==> src/rtl/load_store_unit.sv <==
// load_store_unit
//   Bridges the execute stage to a word-wide DataMemory that has a single write enable
//   and no byte enables. Loads fetch a whole word, pick the lane and sign/zero-extend it.
//   Sub-word stores use read-modify-write. Only one request is in flight at a time.
//
// Ports
//   clk, rst              single clock, synchronous active-high reset
//   req_valid/req_ready   request handshake (ready only while idle)
//   req_we/size/uns       store flag, size (00 byte, 01 half, 1x word), unsigned-load flag
//   req_addr/req_wdata    byte address and store data (lane taken from the LSBs)
//   rsp_valid             one-cycle completion pulse for loads and stores
//   rsp_rdata             extended load data, held until the next load completes
//   rsp_err               misaligned-access flag, qualified by rsp_valid
//   mem_we/size/addr      DataMemory controls (size fixed to word)
//   mem_wdata/mem_rdata   DataMemory write data and registered read data
//
// Build option
//   MISALIGN_TRAP_EN  when defined, misaligned half/word requests complete immediately with
//                     rsp_err=1 and no memory access; otherwise the low address bits are
//                     cleared and rsp_err is tied low.

module load_store_unit #(
    parameter int unsigned ADDR_WIDTH = 8,
    parameter int unsigned DATA_WIDTH = 32
) (
    input  logic                  clk,
    input  logic                  rst,
    input  logic                  req_valid,
    output logic                  req_ready,
    input  logic                  req_we,
    input  logic [1:0]            req_size,
    input  logic                  req_uns,
    input  logic [ADDR_WIDTH+1:0] req_addr,
    input  logic [DATA_WIDTH-1:0] req_wdata,
    output logic                  rsp_valid,
    output logic [DATA_WIDTH-1:0] rsp_rdata,
    output logic                  rsp_err,
    output logic                  mem_we,
    output logic [1:0]            mem_size,
    output logic [ADDR_WIDTH-1:0] mem_addr,
    output logic [DATA_WIDTH-1:0] mem_wdata,
    input  logic [DATA_WIDTH-1:0] mem_rdata
);

    typedef enum logic [2:0] {
        StIdle,
        StLdAddr,
        StLdCap,
        StStRd,
        StStMerge,
        StStWr,
        StResp
    } state_e;

    state_e                  state_q, state_d;
    logic                    we_q, we_d;
    logic [1:0]              size_q, size_d;
    logic                    uns_q, uns_d;
    logic [ADDR_WIDTH+1:0]   addr_q, addr_d;
    logic [15:0]             wdata_q, wdata_d;   // only sub-word stores need the latched data
    logic [DATA_WIDTH-1:0]   rsp_rdata_q, rsp_rdata_d;
    logic [DATA_WIDTH-1:0]   mem_wdata_q, mem_wdata_d;

    logic [7:0]              ld_byte;
    logic [15:0]             ld_half;
    logic [DATA_WIDTH-1:0]   ld_fmt;
    logic [DATA_WIDTH-1:0]   st_merge;
    logic [ADDR_WIDTH+1:0]   req_addr_al;

`ifdef MISALIGN_TRAP_EN
    logic                    err_q, err_d;
    logic                    misalign;

    always_comb begin
        misalign = ((req_size == 2'b01) && req_addr[0]) ||
                   (req_size[1] && (req_addr[1:0] != 2'b00));
    end
`endif

    // Misaligned low bits are dropped; with the trap enabled such requests never reach memory.
    always_comb begin
        req_addr_al = req_addr;
        if (req_size[1]) begin
            req_addr_al[1:0] = 2'b00;
        end else if (req_size == 2'b01) begin
            req_addr_al[0] = 1'b0;
        end
    end

    // Load lane select and extension from the registered memory word.
    always_comb begin
        case (addr_q[1:0])
            2'b00:   ld_byte = mem_rdata[7:0];
            2'b01:   ld_byte = mem_rdata[15:8];
            2'b10:   ld_byte = mem_rdata[23:16];
            default: ld_byte = mem_rdata[31:24];
        endcase
        ld_half = addr_q[1] ? mem_rdata[31:16] : mem_rdata[15:0];
        case (size_q)
            2'b00:   ld_fmt = uns_q ? {{(DATA_WIDTH-8){1'b0}}, ld_byte}
                                    : {{(DATA_WIDTH-8){ld_byte[7]}}, ld_byte};
            2'b01:   ld_fmt = uns_q ? {{(DATA_WIDTH-16){1'b0}}, ld_half}
                                    : {{(DATA_WIDTH-16){ld_half[15]}}, ld_half};
            default: ld_fmt = mem_rdata;
        endcase
    end

    // Sub-word store: overlay the new lane onto the word just read.
    always_comb begin
        st_merge = mem_rdata;
        if (size_q == 2'b00) begin
            case (addr_q[1:0])
                2'b00:   st_merge[7:0]   = wdata_q[7:0];
                2'b01:   st_merge[15:8]  = wdata_q[7:0];
                2'b10:   st_merge[23:16] = wdata_q[7:0];
                default: st_merge[31:24] = wdata_q[7:0];
            endcase
        end else if (addr_q[1]) begin
            st_merge[31:16] = wdata_q;
        end else begin
            st_merge[15:0] = wdata_q;
        end
    end

    always_comb begin
        state_d     = state_q;
        we_d        = we_q;
        size_d      = size_q;
        uns_d       = uns_q;
        addr_d      = addr_q;
        wdata_d     = wdata_q;
        rsp_rdata_d = rsp_rdata_q;
        mem_wdata_d = mem_wdata_q;
`ifdef MISALIGN_TRAP_EN
        err_d       = err_q;
`endif
        case (state_q)
            StIdle: begin
                if (req_valid) begin
                    we_d    = req_we;
                    size_d  = req_size;
                    uns_d   = req_uns;
                    addr_d  = req_addr_al;
                    wdata_d = req_wdata[15:0];
                    if (!req_we) begin
                        state_d = StLdAddr;
                    end else if (req_size[1]) begin
                        mem_wdata_d = req_wdata;
                        state_d     = StStWr;
                    end else begin
                        state_d = StStRd;
                    end
`ifdef MISALIGN_TRAP_EN
                    err_d = misalign;
                    if (misalign) begin
                        state_d = StResp;
                    end
`endif
                end
            end
            StLdAddr:  state_d = StLdCap;
            StLdCap: begin
                rsp_rdata_d = ld_fmt;
                state_d     = StResp;
            end
            StStRd:    state_d = StStMerge;
            StStMerge: begin
                mem_wdata_d = st_merge;
                state_d     = StStWr;
            end
            StStWr:    state_d = StResp;
            StResp:    state_d = StIdle;
            default:   state_d = StIdle;
        endcase
    end

    always_ff @(posedge clk) begin
        if (rst) begin
            state_q     <= StIdle;
            we_q        <= 1'b0;
            size_q      <= 2'b00;
            uns_q       <= 1'b0;
            addr_q      <= '0;
            wdata_q     <= '0;
            rsp_rdata_q <= '0;
            mem_wdata_q <= '0;
`ifdef MISALIGN_TRAP_EN
            err_q       <= 1'b0;
`endif
        end else begin
            state_q     <= state_d;
            we_q        <= we_d;
            size_q      <= size_d;
            uns_q       <= uns_d;
            addr_q      <= addr_d;
            wdata_q     <= wdata_d;
            rsp_rdata_q <= rsp_rdata_d;
            mem_wdata_q <= mem_wdata_d;
`ifdef MISALIGN_TRAP_EN
            err_q       <= err_d;
`endif
        end
    end

    always_comb begin
        req_ready = (state_q == StIdle);
        rsp_valid = (state_q == StResp);
        mem_we    = (state_q == StStWr);
        mem_size  = 2'b10;
        mem_addr  = addr_q[ADDR_WIDTH+1:2];
        mem_wdata = mem_wdata_q;
        rsp_rdata = rsp_rdata_q;
`ifdef MISALIGN_TRAP_EN
        rsp_err   = rsp_valid & err_q;
`else
        rsp_err   = 1'b0;
`endif
    end

    // we_q is latched for completeness of the captured request; the FSM path already encodes it.
    logic unused_we;
    assign unused_we = we_q;

endmodule
==> config.mk <==
export PLATFORM = sky130hd
export DESIGN_NAME = load_store_unit
export DESIGN_NICKNAME = d
export VERILOG_FILES = /design/src/rtl/load_store_unit.sv
export SDC_FILE = /design/constraint.sdc
export NUM_CORES = 1
export LEC_CHECK = 0
export CAP_MARGIN = 20
export CELL_PAD_IN_SITES_DETAIL_PLACEMENT = 2
export CELL_PAD_IN_SITES_GLOBAL_PLACEMENT = 2
export CORE_MARGIN = 5
export CORE_UTILIZATION = 24
export DETAILED_ROUTE_END_ITERATION = 12
export PLACE_DENSITY_LB_ADDON = 0.1
export RECOVER_POWER = 100
export SLEW_MARGIN = 20
export SYNTH_ARGS = -nofsm -noshare
export SYNTH_HDL_FRONTEND = slang
export SYNTH_SLANG_ARGS = --single-unit
export TNS_END_PERCENT = 1
==> constraint.sdc <==
create_clock -name clk -period 1.7 [get_ports clk]
set_input_delay 0.17 -clock clk [delete_from_list [all_inputs] [get_ports clk]]
set_output_delay 0.17 -clock clk [all_outputs]
set_load 0.05 [all_outputs]
==> metrics.cfg <==
[sta]
report.final.slew_viol_count = 0
fin_skew_ns = 0.008534
setup_ws_ns = 0.01491
tightest_slew_ns = 0.6634
setup_viol = 0
slew_headroom_pct = 55.97
period_share_pct = 99.12
fmax_mhz = 593.4
hold_viol_final = 0
rsz0062_at_grt = true
period_needed_ns = 1.685
tns_ns = 0

[floorplanning]
core_area_mm2 = 0.02162
die_h_um = 157.7
die_w_um = 157.7
rows = 54
initial_utilization_pct = 24.20
io_pins = 159
die-area_mm2 = 0.02486

[worst_hold_path]
hold_path_depth = 3
holdPathEnd = uns_q
hp-class = input port to flop
worstHoldStart = req_uns

[placed_design]
hpwl_mm = 17.39
dp.cells = 1039
dp_worst_setup_slack_ns = -0.2092
io_buffers = 155
place.gp.congestion = 0.8152

[setup_path]
r2r_cells = 5
timing.rr.start = addr_q[0]
cpMostUsedCell = buf_4
ff2ff_setup_slack_ns = 0.01
crit_path_cell_trace = buf_4 -> mux4_2 -> buf_4 -> a211oi_4 -> a211oi_1
cp_slowest_stage_delay_ns = 0.54
criticalPathCategory = flop to flop
worstPathArrival_ns = 1.90
startpoint_type = flop
critPathMaxFanout = 4
crit_required_ns = 1.91
slowest_stage = mux4_2
rr_endpoint = rsp_rdata[11]
critical_path.endpoint_type = flop

[cts]
numCtsBuffers = 9
clockBufferDepth = 2
path_clk_slew_ns = 0.07
holdBufCountCts = 0
clk_latency_ns = 0.35
root_buffer = clkbuf_16
cts_max_level = 3
cts_sinks = 96
postCtsSetupRepairBufs = 0
cts_tree = built

[grt]
grt_overflow = 0
grt_use_met3_pct = 3.116
grt_pass1_vias = 5714
antenna_found_initial = 0
use_met1_pct = 24.69
grt_usage_pct = 17.99
grt.busiest_layer = met2
grt_max_degree = 89
gr-usage-met2_pct = 30.10
grt_pass1_wl_mm = 34.54

[power]
combPwrFrac_pct = 35.6
power.density_mw_per_mm2 = 1055
p_clk_share_pct = 29.4
p_leak_nw = 2.549
ir_worst_vdd_uv = 471.9
power_w = 0.007704
internal-power_w = 0.004700
seqPwrFrac_pct = 34.9
switching_power_w = 0.003004
p_sw_share_pct = 38.99

[synth]
syn_area_mm2 = 0.005233
synth_edf_count = 0
synth.avg_cell_area_um2 = 8.494
ys_seq_area_share_pct = 36.73
syn-instance-count = 616
synth.yosys.warnings = 0
async_reset_ff_share_pct = 0
synth_seq_cells = 96
synthDistinctLibCells = 48
ys.flop_type = dfxtp_1

[cells_and_area]
syn_to_final_growth_pct = 39.62
diodes = 0
drive_gt1_share_pct = 21.16
post-route-util_pct = 33.79
seqCellArea_mm2 = 0.001927
final_cell_mix = dfxtp_1 (92), nand2_1 (82), clkdlybuf4s50_1 (79)
filler_cell_count = 2491
stdcell_count = 1055
multi_input_area_mm2 = 0.003032
final_common_cell = dfxtp_1
nets = 852

[route]
ant_nets = 0
drt_iter0_drc = 218
dr.pass1.iters = 4
via_per_inst = 4.954
routedWlPerCell_um = 21.54
drc = 0
via_count = 5226
routed_wl_mm = 22.73

[flow_run]
timing.max_cap.violations = 0

[status]
outcome = complete, no violations

[synth_stat cells, types with 3 or more instances]
| library cell | count | share of area, % |
|---|---|---|
| buf_4 | 14 | 2.0 |
| nand3_1 | 26 | 2.5 |
| nand2b_1 | 8 | 0.96 |
| nand3b_1 | 6 | 0.86 |
| a21oi_1 | 50 | 4.8 |
| a211oi_1 | 30 | 4.3 |
| and3_4 | 8 | 1.7 |
| mux2i_1 | 6 | 1.1 |
| mux2_1 | 3 | 0.65 |
| dfxtp_1 | 96 | 37 |
| o221ai_1 | 16 | 2.7 |
| or4b_1 | 5 | 0.96 |
| a31o_1 | 7 | 1.2 |
| a221oi_1 | 5 | 0.84 |
| nand2_1 | 83 | 6.0 |
| o21ai_1 | 12 | 1.1 |
| nor2b_1 | 13 | 1.6 |
| nor2_1 | 63 | 4.5 |
| buf_2 | 21 | 2.0 |
| clkbuf_1 | 32 | 2.3 |
| o21ai_0 | 20 | 1.9 |
| and3_1 | 9 | 1.1 |
| a211oi_2 | 27 | 6.5 |
| o41ai_2 | 16 | 5.0 |
| a22oi_1 | 4 | 0.57 |
| nor3_1 | 3 | 0.29 |
[stage by stage]
stage | hold slack, ns | instance area, um^2
2_1_floorplan | 0.3060 | 5251
3_3_place_gp | 0.4429 | 7202
3_5_place_dp | 0.4498 | 7202
4_1_cts | 0.3602 | 7580
5_1_grt | 0.3634 | 7306
6_report | 0.3709 | 7306
[timing repair]
| item | CTS | global route |
|---|---|---|
| cloned | 1 | 0 |
| resized for setup | 13 | 24 |
| setup endpoints to repair | 36 | 62 |
| pin swaps | 1 | 0 |
[state kept, by name, summed over array words and instances, names as in the netlist]
| name | cells |
|---|---|
| addr_q | 10 |
| state_q | 3 |
| uns_q | 1 |
| size_q | 2 |
| rsp_rdata | 32 |
| mem_wdata | 32 |
| wdata_q | 16 |
[critical path, delay by kind of cell (launching register included)]
family | cells | cell delay (ns)
buffers and inverters | 2 | 0.30
AOI/OAI and AO/OA | 2 | 0.39
muxes | 1 | 0.54
DFF | 1 | 0.33
[per-layer routing]
metal	part of all wire (%)	wire length [um]
met5	0	0
met4	0.77	174
met3	4.2	958
met2	49	11060
met1	46	10540
[power by group through the flow]
stage	logic, W	clock network (W)	registers [W]
2_1_floorplan	0.00117	0	0.00331
6_report	0.00274	0.00227	0.00269
5_1_grt	0.00293	0.00243	0.00273
4_1_cts	0.00296	0.00234	0.00270
3_5_place_dp	0.00293	0	0.00275
3_3_place_gp	0.00286	0	0.00274
[cell type report]
class	instances	share of cell area [%]
timing repair buffer	214	22.80
clock inverter	5	1.113
sequential	96	26.37
tap	280	4.795
inverter	3	0.1541
clock buffer	10	3.271
multi-input combinational	447	41.50
[cells by family (layout without fill, tap and decap cells)]
| kind of cell | Yosys count | in the layout | share of synthesized area [%] |
|---|---|---|---|
| AND/OR/NAND/NOR | 237 | 238 | 22.76 |
| flip-flops | 96 | 96 | 36.73 |
| buffers and inverters | 75 | 232 | 7.556 |
| multiplexers | 12 | 12 | 2.654 |
| other | 2 | 3 | 0.1435 |
| AO/OA/AOI/OAI | 194 | 194 | 30.15 |
[worst max path at each step]
stage | startpoint | to | slack, ns | cells after the start
after detailed placement | mem_rdata[23] | rsp_rdata[7] | -0.21 | 5
after floorplan | state_q[1] | size_q[0] | 0.01 | 7
after global placement | mem_rdata[23] | rsp_rdata[7] | -0.19 | 5
final | addr_q[0] | rsp_rdata[11] | 0.01 | 5
after global routing | addr_q[0] | rsp_rdata[10] | -0.07 | 5
after CTS | state_q[2] | mem_wdata[5] | -0.002 | 6
Note: power is estimated with default switching activity, not from simulation.
